`src/rtl/axi4l_pkg.sv`:
```
// AXI4-Lite shared types: address/data/strobe widths and response encodings.
package axi4l_pkg;
  typedef logic [31:0] addr_t;
  typedef logic [31:0] data_t;
  typedef logic [3:0]  strb_t;

  typedef enum logic [1:0] {
    OKAY   = 2'b00,
    EXOKAY = 2'b01,
    SLVERR = 2'b10,
    DECERR = 2'b11
  } resp_t;
endpackage

```
`src/rtl/axi4l_if.sv`:
```
// AXI4-Lite bus bundle; clock and synchronous active-low reset travel with the bus.
interface axi4l_if (
  input logic aclk,
  input logic aresetn
);
  import axi4l_pkg::*;

  addr_t awaddr;
  logic  awvalid;
  logic  awready;
  data_t wdata;
  strb_t wstrb;
  logic  wvalid;
  logic  wready;
  resp_t bresp;
  logic  bvalid;
  logic  bready;
  addr_t araddr;
  logic  arvalid;
  logic  arready;
  data_t rdata;
  resp_t rresp;
  logic  rvalid;
  logic  rready;

  modport master (
    input  aclk, aresetn,
    output awaddr, awvalid, input awready,
    output wdata, wstrb, wvalid, input wready,
    input  bresp, bvalid, output bready,
    output araddr, arvalid, input arready,
    input  rdata, rresp, rvalid, output rready
  );

  modport slave (
    input  aclk, aresetn,
    input  awaddr, awvalid, output awready,
    input  wdata, wstrb, wvalid, output wready,
    output bresp, bvalid, input bready,
    input  araddr, arvalid, output arready,
    output rdata, rresp, rvalid, input rready
  );
endinterface

```
`src/rtl/obi_axi4l_master.sv`:
```
// OBI data port to AXI4-Lite master bridge, one transaction outstanding; AXI4L_MASTER_ADDR_CHECK_EN rejects out-of-window addresses.
// Latency: grant to data_rvalid is 3 cycles with a zero-wait slave (1 cycle for a rejected address).
// Backpressure: data_gnt only in IDLE; AXI valids are held until the slave accepts, with no timeout.
module obi_axi4l_master
  import axi4l_pkg::*;
#(
  parameter addr_t       ADDR_BASE = 32'h0000_0000,
  parameter logic [31:0] ADDR_SIZE = 32'h0001_0000
) (
  axi4l_if.master axi,
  input  logic    data_req,
  output logic    data_gnt,
  input  logic    data_we,
  input  strb_t   data_be,
  input  addr_t   data_addr,
  input  data_t   data_wdata,
  output logic    data_rvalid,
  output data_t   data_rdata,
  output logic    data_err
);

  typedef enum logic [1:0] {IDLE, WRITE, READ, RESP} state_e;

  state_e r_state;
  addr_t  r_addr;
  strb_t  r_be;
  data_t  r_wdata;
  logic   r_awvalid;
  logic   r_wvalid;
  logic   r_bready;
  logic   r_arvalid;
  logic   r_rready;
  logic   r_rvalid;
  logic   r_err;
  data_t  r_rdata;
  logic   w_addr_ok;

`ifdef AXI4L_MASTER_ADDR_CHECK_EN
  // 33-bit compare so a window ending exactly at 2^32 does not wrap
  logic [32:0] w_addr33;
  logic [32:0] w_win_lo;
  logic [32:0] w_win_hi;
  assign w_addr33  = {1'b0, data_addr};
  assign w_win_lo  = {1'b0, ADDR_BASE};
  assign w_win_hi  = {1'b0, ADDR_BASE} + {1'b0, ADDR_SIZE};
  assign w_addr_ok = (w_addr33 >= w_win_lo) && (w_addr33 < w_win_hi);
`else
  assign w_addr_ok = 1'b1;
`endif

  assign data_gnt = data_req && (r_state == IDLE);

  always_ff @(posedge axi.aclk) begin
    if (!axi.aresetn) begin
      r_state   <= IDLE;
      r_addr    <= '0;
      r_be      <= '0;
      r_wdata   <= '0;
      r_awvalid <= 1'b0;
      r_wvalid  <= 1'b0;
      r_bready  <= 1'b0;
      r_arvalid <= 1'b0;
      r_rready  <= 1'b0;
      r_rvalid  <= 1'b0;
      r_err     <= 1'b0;
      r_rdata   <= '0;
    end else begin
      r_rvalid <= 1'b0;
      case (r_state)
        IDLE: begin
          if (data_req) begin
            r_addr  <= data_addr;
            r_be    <= data_be;
            r_wdata <= data_wdata;
            if (!w_addr_ok) begin
              r_state  <= RESP;
              r_rvalid <= 1'b1;
              r_err    <= 1'b1;
              r_rdata  <= '0;
            end else if (data_we) begin
              r_state   <= WRITE;
              r_awvalid <= 1'b1;
              r_wvalid  <= 1'b1;
              r_bready  <= 1'b1;
            end else begin
              r_state   <= READ;
              r_arvalid <= 1'b1;
              r_rready  <= 1'b1;
            end
          end
        end
        WRITE: begin
          if (r_awvalid && axi.awready) r_awvalid <= 1'b0;
          if (r_wvalid && axi.wready)   r_wvalid  <= 1'b0;
          // B ends the transaction; clear AW/W too so nothing leaks into IDLE
          if (r_bready && axi.bvalid) begin
            r_awvalid <= 1'b0;
            r_wvalid  <= 1'b0;
            r_bready  <= 1'b0;
            r_err     <= (axi.bresp != OKAY);
            r_rdata   <= '0;
            r_rvalid  <= 1'b1;
            r_state   <= RESP;
          end
        end
        READ: begin
          if (r_arvalid && axi.arready) r_arvalid <= 1'b0;
          if (r_rready && axi.rvalid) begin
            r_arvalid <= 1'b0;
            r_rready  <= 1'b0;
            r_err     <= (axi.rresp != OKAY);
            r_rdata   <= axi.rdata;
            r_rvalid  <= 1'b1;
            r_state   <= RESP;
          end
        end
        RESP:    r_state <= IDLE;
        default: r_state <= IDLE;
      endcase
    end
  end

  assign axi.awaddr  = r_addr;
  assign axi.awvalid = r_awvalid;
  assign axi.wdata   = r_wdata;
  assign axi.wstrb   = r_be;
  assign axi.wvalid  = r_wvalid;
  assign axi.bready  = r_bready;
  assign axi.araddr  = r_addr;
  assign axi.arvalid = r_arvalid;
  assign axi.rready  = r_rready;

  assign data_rvalid = r_rvalid;
  assign data_rdata  = r_rdata;
  assign data_err    = r_err;

endmodule

```
`src/flat_wrapper.sv`:
```
// flat-port wrapper written by rule: the top's interface ports become plain ports
module obi_axi4l_master_flat import axi4l_pkg::*;
#(
  parameter addr_t       ADDR_BASE = 32'h0000_0000,
  parameter logic [31:0] ADDR_SIZE = 32'h0001_0000
)
  (data_req, data_gnt, data_we, data_be, data_addr, data_wdata, data_rvalid, data_rdata, data_err, aclk, aresetn, axi_awaddr, axi_awvalid, axi_awready, axi_wdata, axi_wstrb, axi_wvalid, axi_wready, axi_bresp, axi_bvalid, axi_bready, axi_araddr, axi_arvalid, axi_arready, axi_rdata, axi_rresp, axi_rvalid, axi_rready);
  axi4l_if axi_i (.aclk(aclk), .aresetn(aresetn));
  input  logic data_req;
  output logic data_gnt;
  input  logic data_we;
  input  strb_t data_be;
  input  addr_t data_addr;
  input  data_t data_wdata;
  output logic data_rvalid;
  output data_t data_rdata;
  output logic data_err;
  input wire logic aclk;
  input wire logic aresetn;
  output wire logic [$bits(axi_i.awaddr)-1:0] axi_awaddr;
  output wire logic [$bits(axi_i.awvalid)-1:0] axi_awvalid;
  input wire logic [$bits(axi_i.awready)-1:0] axi_awready;
  output wire logic [$bits(axi_i.wdata)-1:0] axi_wdata;
  output wire logic [$bits(axi_i.wstrb)-1:0] axi_wstrb;
  output wire logic [$bits(axi_i.wvalid)-1:0] axi_wvalid;
  input wire logic [$bits(axi_i.wready)-1:0] axi_wready;
  input wire logic [$bits(axi_i.bresp)-1:0] axi_bresp;
  input wire logic [$bits(axi_i.bvalid)-1:0] axi_bvalid;
  output wire logic [$bits(axi_i.bready)-1:0] axi_bready;
  output wire logic [$bits(axi_i.araddr)-1:0] axi_araddr;
  output wire logic [$bits(axi_i.arvalid)-1:0] axi_arvalid;
  input wire logic [$bits(axi_i.arready)-1:0] axi_arready;
  input wire logic [$bits(axi_i.rdata)-1:0] axi_rdata;
  input wire logic [$bits(axi_i.rresp)-1:0] axi_rresp;
  input wire logic [$bits(axi_i.rvalid)-1:0] axi_rvalid;
  output wire logic [$bits(axi_i.rready)-1:0] axi_rready;
  assign axi_awaddr = axi_i.awaddr;
  assign axi_awvalid = axi_i.awvalid;
  assign axi_i.awready = axi_awready;
  assign axi_wdata = axi_i.wdata;
  assign axi_wstrb = axi_i.wstrb;
  assign axi_wvalid = axi_i.wvalid;
  assign axi_i.wready = axi_wready;
  assign axi_i.bresp = axi_bresp;
  assign axi_i.bvalid = axi_bvalid;
  assign axi_bready = axi_i.bready;
  assign axi_araddr = axi_i.araddr;
  assign axi_arvalid = axi_i.arvalid;
  assign axi_i.arready = axi_arready;
  assign axi_i.rdata = axi_rdata;
  assign axi_i.rresp = axi_rresp;
  assign axi_i.rvalid = axi_rvalid;
  assign axi_rready = axi_i.rready;
  obi_axi4l_master #(.ADDR_BASE(ADDR_BASE), .ADDR_SIZE(ADDR_SIZE)) u_core (.axi(axi_i), .data_req(data_req), .data_gnt(data_gnt), .data_we(data_we), .data_be(data_be), .data_addr(data_addr), .data_wdata(data_wdata), .data_rvalid(data_rvalid), .data_rdata(data_rdata), .data_err(data_err));
endmodule
```
`config.mk`:
```
export PLATFORM = sky130hd
export DESIGN_NAME = obi_axi4l_master_flat
export DESIGN_NICKNAME = d
export VERILOG_FILES = /design/src/rtl/axi4l_pkg.sv /design/src/rtl/axi4l_if.sv /design/src/rtl/obi_axi4l_master.sv /design/src/flat_wrapper.sv
export SDC_FILE = /design/constraint.sdc
export NUM_CORES = 1
export LEC_CHECK = 0
export CORE_MARGIN = 5
export CORE_UTILIZATION = 29
export CTS_CLUSTER_DIAMETER = 60
export CTS_CLUSTER_SIZE = 25
export DETAILED_ROUTE_END_ITERATION = 7
export SYNTH_ARGS = -nofsm -noshare
export SYNTH_HDL_FRONTEND = slang
export SYNTH_SLANG_ARGS = --single-unit
```
`constraint.sdc`:
```
create_clock -name aclk -period 3.1 [get_ports aclk]
set_clock_uncertainty 0.05 [all_clocks]
set_input_delay 0.62 -clock aclk [delete_from_list [all_inputs] [get_ports aclk]]
set_output_delay 0.62 -clock aclk [all_outputs]
set_load 0.01 [all_outputs]
```
==> flow_summary.toml <==
[run_status]
run_status = "complete, no violations"

[critical_path]
timing.critical_path.to_type = "output pin"
setup.reg_to_reg.worst_slack_ns = 1.11
crit_chain = "clkdlybuf4s50_1, nand2_2, inv_2, clkdlybuf4s50_1"
cp.arrival_ns = 1.87
required_ns = 2.43
most_common_cell_on_crit_path = "clkdlybuf4s50_1"
cp-endpoint = "data_gnt"
r2r_start = "u_core.r_state[0]$_SDFFE_PN0P_"
crit_path_start = "data_req"
critical_path_class = "in -> out"
timing.rr.end = "u_core.axi.wdata[21]$_SDFFE_PN0P_"
critPathLaunchType = "input port"
worstRegToRegCells = 7
critical-path-max-stage-delay_ns = 0.55
worst-path-max-fanout = 5
cpMaxStageDelayCell = "clkdlybuf4s50_1"

[routing]
route.final.wire_length_um = 14000
detailedRoute.firstIterationViolations = 119
vias = 4223
vias_per_cell = 4.43
ant_nets = 0
route.detailed.drc = 0
post_drt_wl_per_cell_um = 14.6
firstDrtPassIters = 4

[cts]
cts_buffers = 9
resize_count_post_cts = 0
cts_tree = "built"
cts.root.buffer_cell = "clkbuf_16"
holdBufCountCts = 0
clk-insertion-delay-late_ns = 0.34
post-cts-setup-buffer-count = 0
htree_num_levels = 3
maximum_count_of_clock_buffers_along_a_single_path = 2
clock-sinks = 109
clk_pin_slew_worst_paths_ns = 0.07

[timing]
fin_setup_tns_ns = 0
layout_worst_path_cycle_share_pct = 81.9
setup_ws_ns = 0.562
timing.final.max_slew_violations = 0
whs_ns = 0.412
max_slew.worst_pin.slew_ns = 0.744
rsz0062_at_grt = "no"
setup_viol_count_final = 0
hold_viol = 0
max_clock_freq_mhz = 394
worst_slew_margin_rel_pct = 50.4
timing.final.crit_period_ns = 2.54

[yosys]
post_synth_main_area_contributors = "dfxtp_1, nand2_1, a21boi_0"
area_share_of_fa_ha_maj_cells_after_synthesis_pct = 1.33
synth-edff-count = 0
synth_area_leader_cell = "dfxtp_1"
synth_simple_gate_area_share_pct = 19.6
synth_area_per_cell_um2 = 8.80
count_of_synthesis_stage_warnings_from_yosys = 0
synth_most_common_cell = "nand2_1"
area_of_the_mapped_netlist_um2 = 4700
synth-compound-area-share_pct = 13.7
synth_xor_xnor_area_share_pct = 0
yosys.cell_types.count = 33
synthMuxAreaShare_pct = 8.39
synth_async_sr_flop_share_pct = 0
post-synth-top-area-fraction_pct = 46.4
post_synth_inst_count = 534
dominant_combinational_cell_family_by_area_after_synthesis = "simple AND/OR/NAND/NOR gates"
ys_seq_elements = 109
portion_of_the_post_synthesis_area_used_by_sequential_elements_pct = 46.4
dominantRegCellSynth = "dfxtp_1"
nets_in_the_synthesized_netlist = 652
synth_top_cells_by_count = "nand2_1, dfxtp_1, a21boi_0"

[placement]
placement.cell_area_um2 = 7070
placement.io_buffers = 252
gp_congestion = 0.761
hpwl_um = 10200
preCtsSetupSlack_ns = 0.554

[floorplan]
initial_util_pct = 29.6
die_area_um2 = 18900
floorplan.die.height_um = 137
num_io_pins = 253
chipWidth_um = 137
floorplan.core_area_um2 = 15900
row_count = 46

[power]
ir_worst_vdd_uv = 361
p_leak_nw = 2.81
pwr_density_cell_nw_per_um2 = 696

[layout]
share_of_layout_cells_above_drive_strength_1_pct = 4.48
antenna_cells_inserted = 0
synthToLayoutAreaGrowth_pct = 57.6
nets = 850
finished_layout_cell_area_um2 = 7410

[grt]
grt_util_all_layers_pct = 14.3
globalRouteOverflowTotal = 0
grt_pass1_wl_um = 21300
number_of_antenna_violations_at_the_first_check_in_global_routing = 0
grt_pass1_vias = 4205
pin_count_of_the_biggest_net_entering_global_routing = 69

[flow_run]
max_cap_violations = 0

[worst_hold_path]
hold_path_class = "reg -> reg"
[stage by stage]
step | instances | utilization [%] | power [mW]
2_1_floorplan | 534 | - | 3.14
3_3_place_gp | 937 | 44.5 | 3.88
3_5_place_dp | 937 | 44.5 | 3.92
4_1_cts | 953 | 46.6 | 5.24
5_1_grt | 953 | 46.6 | 5.47
6_report | 953 | 46.6 | 5.15
[layer usage]
metal	vias up	wire [um]	global-route usage [%]
met4	0	228	5.38
met1	1916	5560	16.0
li1	2110	-	-
met3	14	1680	6.32
met5	-	0	0
met2	183	6490	23.9
[flip-flops by register name (all words and copies together) (netlist names)]
register            flops
u_core.data_rvalid      1
u_core.axi.awvalid      1
u_core.axi.arvalid      1
u_core.data_err         1
u_core.axi.wvalid       1
u_core.axi.wstrb        4
u_core.axi.wdata       32
u_core.axi.araddr      32
u_core.axi.rready       1
u_core.axi.bready       1
u_core.r_state          2
u_core.data_rdata      32
[cell usage in the layout, fill, tap and decap left out, drive strengths merged, types with 2 or more instances in the layout]
cell type,n
buf,6
a21bo,2
mux2,3
bufinv,3
clkinv,4
ha,5
a21boi,68
a31oi,3
dfxtp,109
nand2,178
nand2b,3
mux2i,36
inv,5
a31o,2
o211ai,3
o21ai,2
clkbuf,9
clkdlybuf4s50,251
nand3,36
[area by class of cell]
type | instances | area (um2)
inverters | 5 | 18.8
clock inverters | 7 | 114
flip-flops and latches | 109 | 2180
clock buffers | 9 | 225
well taps | 216 | 270
multi-input cells | 350 | 2030
fillers | 1526 | 8480
repair buffers | 257 | 2570
[power breakdown]
part	internal (mW)	total [mW]	leakage, nW	switching (mW)
Sequential	1.64	1.80	0.891	0.157
Clock	0.787	1.30	0.169	0.517
Combinational	1.05	2.05	1.75	1.00
Total	3.48	5.15	2.81	1.68
[critical path, delay by kind of cell]
| kind | cells | cell delay (ns) |
|---|---|---|
| buffers and inverters | 3 | 1.15 |
| and+or+nand+nor | 1 | 0.10 |
[how the worst min path moves through the flow]
stage | start | to | slack, ns | cells after the start
6_report | u_core.axi.wdata[18]$_SDFFE_PN0P_ | u_core.axi.wdata[18]$_SDFFE_PN0P_ | 0.41 | 2
5_1_grt | u_core.data_rdata[23]$_SDFFE_PN0P_ | u_core.data_rdata[23]$_SDFFE_PN0P_ | 0.43 | 2
4_1_cts | u_core.data_rdata[2]$_SDFFE_PN0P_ | u_core.data_rdata[2]$_SDFFE_PN0P_ | 0.41 | 2
3_5_place_dp | u_core.data_rdata[23]$_SDFFE_PN0P_ | u_core.data_rdata[23]$_SDFFE_PN0P_ | 0.40 | 2
3_3_place_gp | u_core.data_rdata[3]$_SDFFE_PN0P_ | u_core.data_rdata[3]$_SDFFE_PN0P_ | 0.39 | 2
2_1_floorplan | u_core.r_state[0]$_SDFFE_PN0P_ | u_core.r_state[0]$_SDFFE_PN0P_ | 0.41 | 2
[logic make-up (layout without fill, tap and decap cells)]
kind of cell	after synthesis	after routing
AOI/OAI and AO/OA	84	84
adders and majority gates	5	5
buffers and inverters	75	278
DFF	109	109
muxes	39	39
and+or+nand+nor	222	222
(Power assumes the default switching activity.)
